$ cat src/rtl/dff_bank_pkg.sv
// Shared types for the checked D flip-flop bank: FSM state encoding and recovery counter width.
package dff_bank_pkg;

  localparam int CNT_W = 4;

  typedef enum logic [1:0] {
    RUN     = 2'd0,
    FORCED  = 2'd1,
    RECOVER = 2'd2
  } state_t;

endpackage

$ cat src/rtl/dff_bank_checked_rec_timer.sv
// Recovery down-counter: loads the recovery length, decrements while enabled, flags the last cycle.
module rec_timer
  import dff_bank_pkg::*;
(
  input  logic             clock,
  input  logic             reset,
  input  logic             load,
  input  logic             dec,
  input  logic [CNT_W-1:0] load_val,
  output logic             done
);

  logic [CNT_W-1:0] cnt_q;
  logic [CNT_W-1:0] cnt_d;

  always_comb begin
    cnt_d = cnt_q;
    if (load) begin
      cnt_d = load_val;
    end else if (dec && (cnt_q != '0)) begin
      cnt_d = cnt_q - 1'b1;
    end
  end

  always_ff @(posedge clock or posedge reset) begin
    if (reset) begin
      cnt_q <= '0;
    end else begin
      cnt_q <= cnt_d;
    end
  end

  // The FSM leaves recovery on the cycle the count sits at 1.
  assign done = (cnt_q == CNT_W'(1));

endmodule

$ cat src/rtl/dff_bank_checked.sv
// Register bank with synchronous preset/clear, recovery window and timing-violation tracking.
// Define DFF_BANK_CHECKED_VCNT_EN to add the saturating viol_cnt output.
module dff_bank_checked
  import dff_bank_pkg::*;
#(
  parameter int               WIDTH     = 8,
  parameter int               REC_CYC   = 2,
  parameter logic [WIDTH-1:0] RESET_VAL = '0
) (
  input  logic             clock,
  input  logic             reset,
  input  logic [WIDTH-1:0] data,
  input  logic             load,
  input  logic             preset_n,
  input  logic             clear_n,
  input  logic             notifier,
  output logic [WIDTH-1:0] q,
  output logic [WIDTH-1:0] qbar,
  output logic             q_valid,
  output logic             viol_sticky,
  output logic             rec_err,
`ifdef DFF_BANK_CHECKED_VCNT_EN
  output logic [7:0]       viol_cnt,
`endif
  output logic [1:0]       dbg_state
);

  localparam logic [CNT_W-1:0] REC_LD = CNT_W'(REC_CYC);

  state_t           state_q, state_d;
  logic [WIDTH-1:0] reg_q, reg_d;
  logic             valid_q, valid_d;
  logic             sticky_q, sticky_d;
  logic             rec_err_q, rec_err_d;
  logic             tmr_load, tmr_dec, tmr_done;
  logic             force_act;

  assign force_act = !preset_n || !clear_n;

  rec_timer u_rec_timer (
    .clock    (clock),
    .reset    (reset),
    .load     (tmr_load),
    .dec      (tmr_dec),
    .load_val (REC_LD),
    .done     (tmr_done)
  );

  always_comb begin
    state_d   = state_q;
    reg_d     = reg_q;
    valid_d   = valid_q;
    sticky_d  = sticky_q | notifier;
    rec_err_d = 1'b0;
    tmr_load  = 1'b0;
    tmr_dec   = 1'b0;
    if (force_act) begin
      // A force always writes q, even alongside a violation; clear dominates preset.
      state_d = FORCED;
      reg_d   = !clear_n ? '0 : '1;
      valid_d = !notifier;
    end else begin
      case (state_q)
        RUN: begin
          if (notifier) begin
            valid_d = 1'b0;
          end else if (load) begin
            reg_d   = data;
            valid_d = 1'b1;
          end
        end
        FORCED: begin
          if (REC_CYC == 0) begin
            state_d = RUN;
          end else begin
            state_d  = RECOVER;
            tmr_load = 1'b1;
          end
          if (notifier) valid_d = 1'b0;
        end
        RECOVER: begin
          tmr_dec   = 1'b1;
          rec_err_d = load;
          if (tmr_done) state_d = RUN;
          if (notifier) valid_d = 1'b0;
        end
        default: state_d = RUN;
      endcase
    end
  end

  always_ff @(posedge clock or posedge reset) begin
    if (reset) begin
      state_q   <= RUN;
      reg_q     <= RESET_VAL;
      valid_q   <= 1'b1;
      sticky_q  <= 1'b0;
      rec_err_q <= 1'b0;
    end else begin
      state_q   <= state_d;
      reg_q     <= reg_d;
      valid_q   <= valid_d;
      sticky_q  <= sticky_d;
      rec_err_q <= rec_err_d;
    end
  end

`ifdef DFF_BANK_CHECKED_VCNT_EN
  logic [7:0] vcnt_q, vcnt_d;

  always_comb begin
    vcnt_d = vcnt_q;
    if (notifier && (vcnt_q != 8'hFF)) vcnt_d = vcnt_q + 8'd1;
  end

  always_ff @(posedge clock or posedge reset) begin
    if (reset) begin
      vcnt_q <= 8'd0;
    end else begin
      vcnt_q <= vcnt_d;
    end
  end

  assign viol_cnt = vcnt_q;
`endif

  assign q           = reg_q;
  assign qbar        = ~reg_q;
  assign q_valid     = valid_q;
  assign viol_sticky = sticky_q;
  assign rec_err     = rec_err_q;
  assign dbg_state   = state_q;

endmodule

$ cat config.mk
export PLATFORM = sky130hd
export DESIGN_NAME = dff_bank_checked
export DESIGN_NICKNAME = d
export VERILOG_FILES = /design/src/rtl/dff_bank_pkg.sv /design/src/rtl/dff_bank_checked_rec_timer.sv /design/src/rtl/dff_bank_checked.sv
export SDC_FILE = /design/constraint.sdc
export NUM_CORES = 1
export LEC_CHECK = 0
export BUFFER_PORTS_ARGS = -buffer_cell sky130_fd_sc_hd__buf_2
export CAP_MARGIN = 20
export CORE_MARGIN = 2
export CORE_UTILIZATION = 25
export CTS_CLUSTER_DIAMETER = 40
export CTS_CLUSTER_SIZE = 10
export DETAILED_ROUTE_END_ITERATION = 7
export HOLD_SLACK_MARGIN = 0.02
export PLACE_DENSITY = 0.57
export RECOVER_POWER = 100
export SYNTH_ARGS = -nofsm -noshare
export SYNTH_HDL_FRONTEND = slang
export SYNTH_HIERARCHICAL = 1
export SYNTH_SLANG_ARGS = --single-unit
$ cat constraint.sdc
create_clock -name clock -period 4.05 [get_ports clock]
set_input_delay 0 -clock clock [delete_from_list [all_inputs] [get_ports clock]]
set_output_delay 0 -clock clock [all_outputs]
set_load 0.05 [all_outputs]
==> impl_metrics.toml <==
[setup_path]
crit_buf_inv = 1
slowest_delay_ns = 0.42
arrival_ns = 1.96
cp_slowest_cell = "dfrtp_1"
critPathCaptureType = "flop"
crit_fanout = 8
path_cells = "inv_1, ha_1, and3_1, nor4b_1, nor3b_1, a221o_1"
path_delay_family = "simple AND/OR/NAND/NOR gates"
start_kind = "flop"
critPathKind = "reg2reg"
r2r_slack_ns = 2.23
required_ns = 4.19

[timing]
hold_viol = 0
grt_setup_unrepaired = "no"
setup_violations = 0
finalMaxSlewViolations = 0
fin_crit_sh = 0.450
max_freq_ghz = 0.548
tightest_slew_ns = 0.604
clock_skew_ns = 0.00107
slew_headroom = 0.599
final.min_clock_period_ns = 1.82
holdWs_ns = 0.0270
setup_tns_ns = 0

[floorplan]
die_y_um = 65.4
initial_utilization = 0.259
ios = 35
die_width_um = 65.4
rows = 22
dieArea_mm2 = 0.00428
core_area_mm2 = 0.00363

[min_path]
hold_class = "in2reg"

[layout]
antenna_cells = 0
drive_gt1_frac = 0.147
area_delta_synth_final_pct = 33.6
final_nets = 157
fill_cells = 405

[synth]
synth-edff-count = 0
yosysWarnings = 6
ys.flop_type = "dfrtp_1"
synth.distinct_cells = 32
ys_ff_latch = 17
async_reset_ff_frac = 1.00
syn_area_um2 = 942
syn_area_per_cell_um2 = 10.6
yosysSeqAreaShare = 0.453
netlist_instances = 89

[drt]
wl_per_cell_um = 11.5
viasPerCell = 4.40
drt-pass1-iter-count = 4
drt_iter0_drc = 12
antenna_left = 0
vias = 809
drc = 0
wirelength_um = 2110

[clock_tree]
htreeDepth = 1
cts_tree = "yes"
cts-root-buf = "clkbuf_8"
cts_resized = 0
clk_path_buf_depth = 2
cts_sinks = 17
cts_buffers = 3
path_clk_slew_ns = 0.07
clock_latency_ns = 0.25

[power]
vdd_drop_max_mv = 0.221
pwr_density_cell_mw_per_mm2 = 383
p_leak_nw = 0.570

[grt]
antenna_found_initial = 0
grt_max_degree = 14
grt_usage = 0.110
grt_pass1_vias = 774
grt_pass1_wl_um = 3580
overflow = 0

[status]
status = "finished clean"

[place]
portBuffers = 34
hpwl_um = 1510
gp_congestion = 0.770

[job]
max_cap_violations = 0
[registers in the layout (all words and copies together) (netlist names)]
signal / count
rec_err: 1
q_valid: 1
viol_sticky: 1
u_rec_timer/cnt_q: 4
q: 8
dbg_state: 2
[per-stage QoR]
step	setup WS, ns	instances	instance area, um^2	utilization	total power (W)
6_report	2.23	184	1260	0.346	0.000482
5_1_grt	2.09	184	1260	0.346	0.000513
4_1_cts	2.39	184	1300	0.359	0.000499
3_5_place_dp	2.40	171	1170	0.321	0.000360
3_3_place_gp	2.48	171	1170	0.321	0.000358
2_1_floorplan	2.25	91	950	-	0.000323
[cell usage in the layout (no fill, tap or decap)]
master,synthesis,routed
a221o_1,1,1
clkbuf_8,0,3
o21ai_0,3,4
nor4b_1,0,1
o21ai_1,2,1
o311ai_0,0,1
a31o_1,1,1
or3b_1,1,2
o21bai_4,1,1
buf_2,1,11
a22oi_1,1,1
or2_2,1,1
ha_1,6,6
and3_2,2,1
and4b_1,1,1
nor3_1,1,1
nor3b_1,3,3
dfstp_2,1,1
nand2_1,5,5
mux2i_1,1,1
o221a_1,8,8
clkinv_2,0,1
dlygate4sd3_1,0,9
inv_1,15,15
dfrtp_1,16,16
and2_1,1,1
nand2_2,1,1
nand3_1,2,2
nor2b_1,2,2
conb_1,2,4
a21oi_1,3,3
clkbuf_1,0,23
nand4b_1,0,1
and3_1,0,1
nor2_1,2,2
[cells in the mapped netlist, drive strengths merged, types with 2 or more instances]
cell type / n / share of area
nand3: 2 / 0.011
nor3b: 3 / 0.024
buf: 2 / 0.013
or3b: 2 / 0.021
and3: 2 / 0.016
nor2b: 2 / 0.013
dfrtp: 16 / 0.42
o221a: 8 / 0.096
ha: 6 / 0.080
nor2: 2 / 0.0080
inv: 15 / 0.060
nand2: 6 / 0.027
o21ai: 5 / 0.027
conb: 2 / 0.0080
a21oi: 3 / 0.016
[cells by family after synthesis]
kind of cell / share of synthesized area
and+or+nand+nor: 0.181
AOI/OAI and AO/OA: 0.195
muxes: 0.0106
DFF: 0.453
other: 0.00797
buffers and inverters: 0.0730
adders and majority gates: 0.0797
[area by class of cell]
cell class | count | area [um^2] | area share
Multi-Input combinational cell | 57 | 438 | 0.348
Sequential cell | 17 | 427 | 0.339
Timing Repair Buffer | 43 | 231 | 0.184
Tap cell | 48 | 60.1 | 0.0477
Inverter | 15 | 56.3 | 0.0447
Clock buffer | 3 | 41.3 | 0.0328
Clock inverter | 1 | 5.00 | 0.00398
[routing by layer]
layer  vias up  wire length (um)  GRT usage
li1        402                 -          -
met3         4                99     0.0308
met5         -                 0          0
met1       380              1010      0.146
met4         0                39     0.0469
met2        23               959      0.168
[report_power, final]
group / total [W] / switching [W] / internal [W] / leakage [nW]
Combinational: 0.000145 / 0.0000957 / 0.0000493 / 0.343
Clock: 0.000128 / 0.0000595 / 0.0000683 / 0.0255
Sequential: 0.000209 / 0.0000198 / 0.000189 / 0.202
Total: 0.000482 / 0.000175 / 0.000307 / 0.570
[worst paths after layout]
| path | from | endpoint | cells after the start |
|---|---|---|---|
| max in group asynchronous | reset | q_valid | 3 |
| setup / recovery | dbg_state[0] | u_rec_timer/cnt_q[3] | 6 |
| hold reg to reg | viol_sticky | viol_sticky | 1 |
| hold / removal | data[0] | q[0] | 2 |
| setup reg to reg | dbg_state[0] | u_rec_timer/cnt_q[3] | 6 |
| min in group asynchronous | reset | u_rec_timer/cnt_q[1] | 3 |
[repair_timing]
action                    in CTS  in global routing
hold buffers                   9                  0
buffers inserted               0                  0
hold endpoints to repair      25                  0
(Power assumes the default switching activity.)
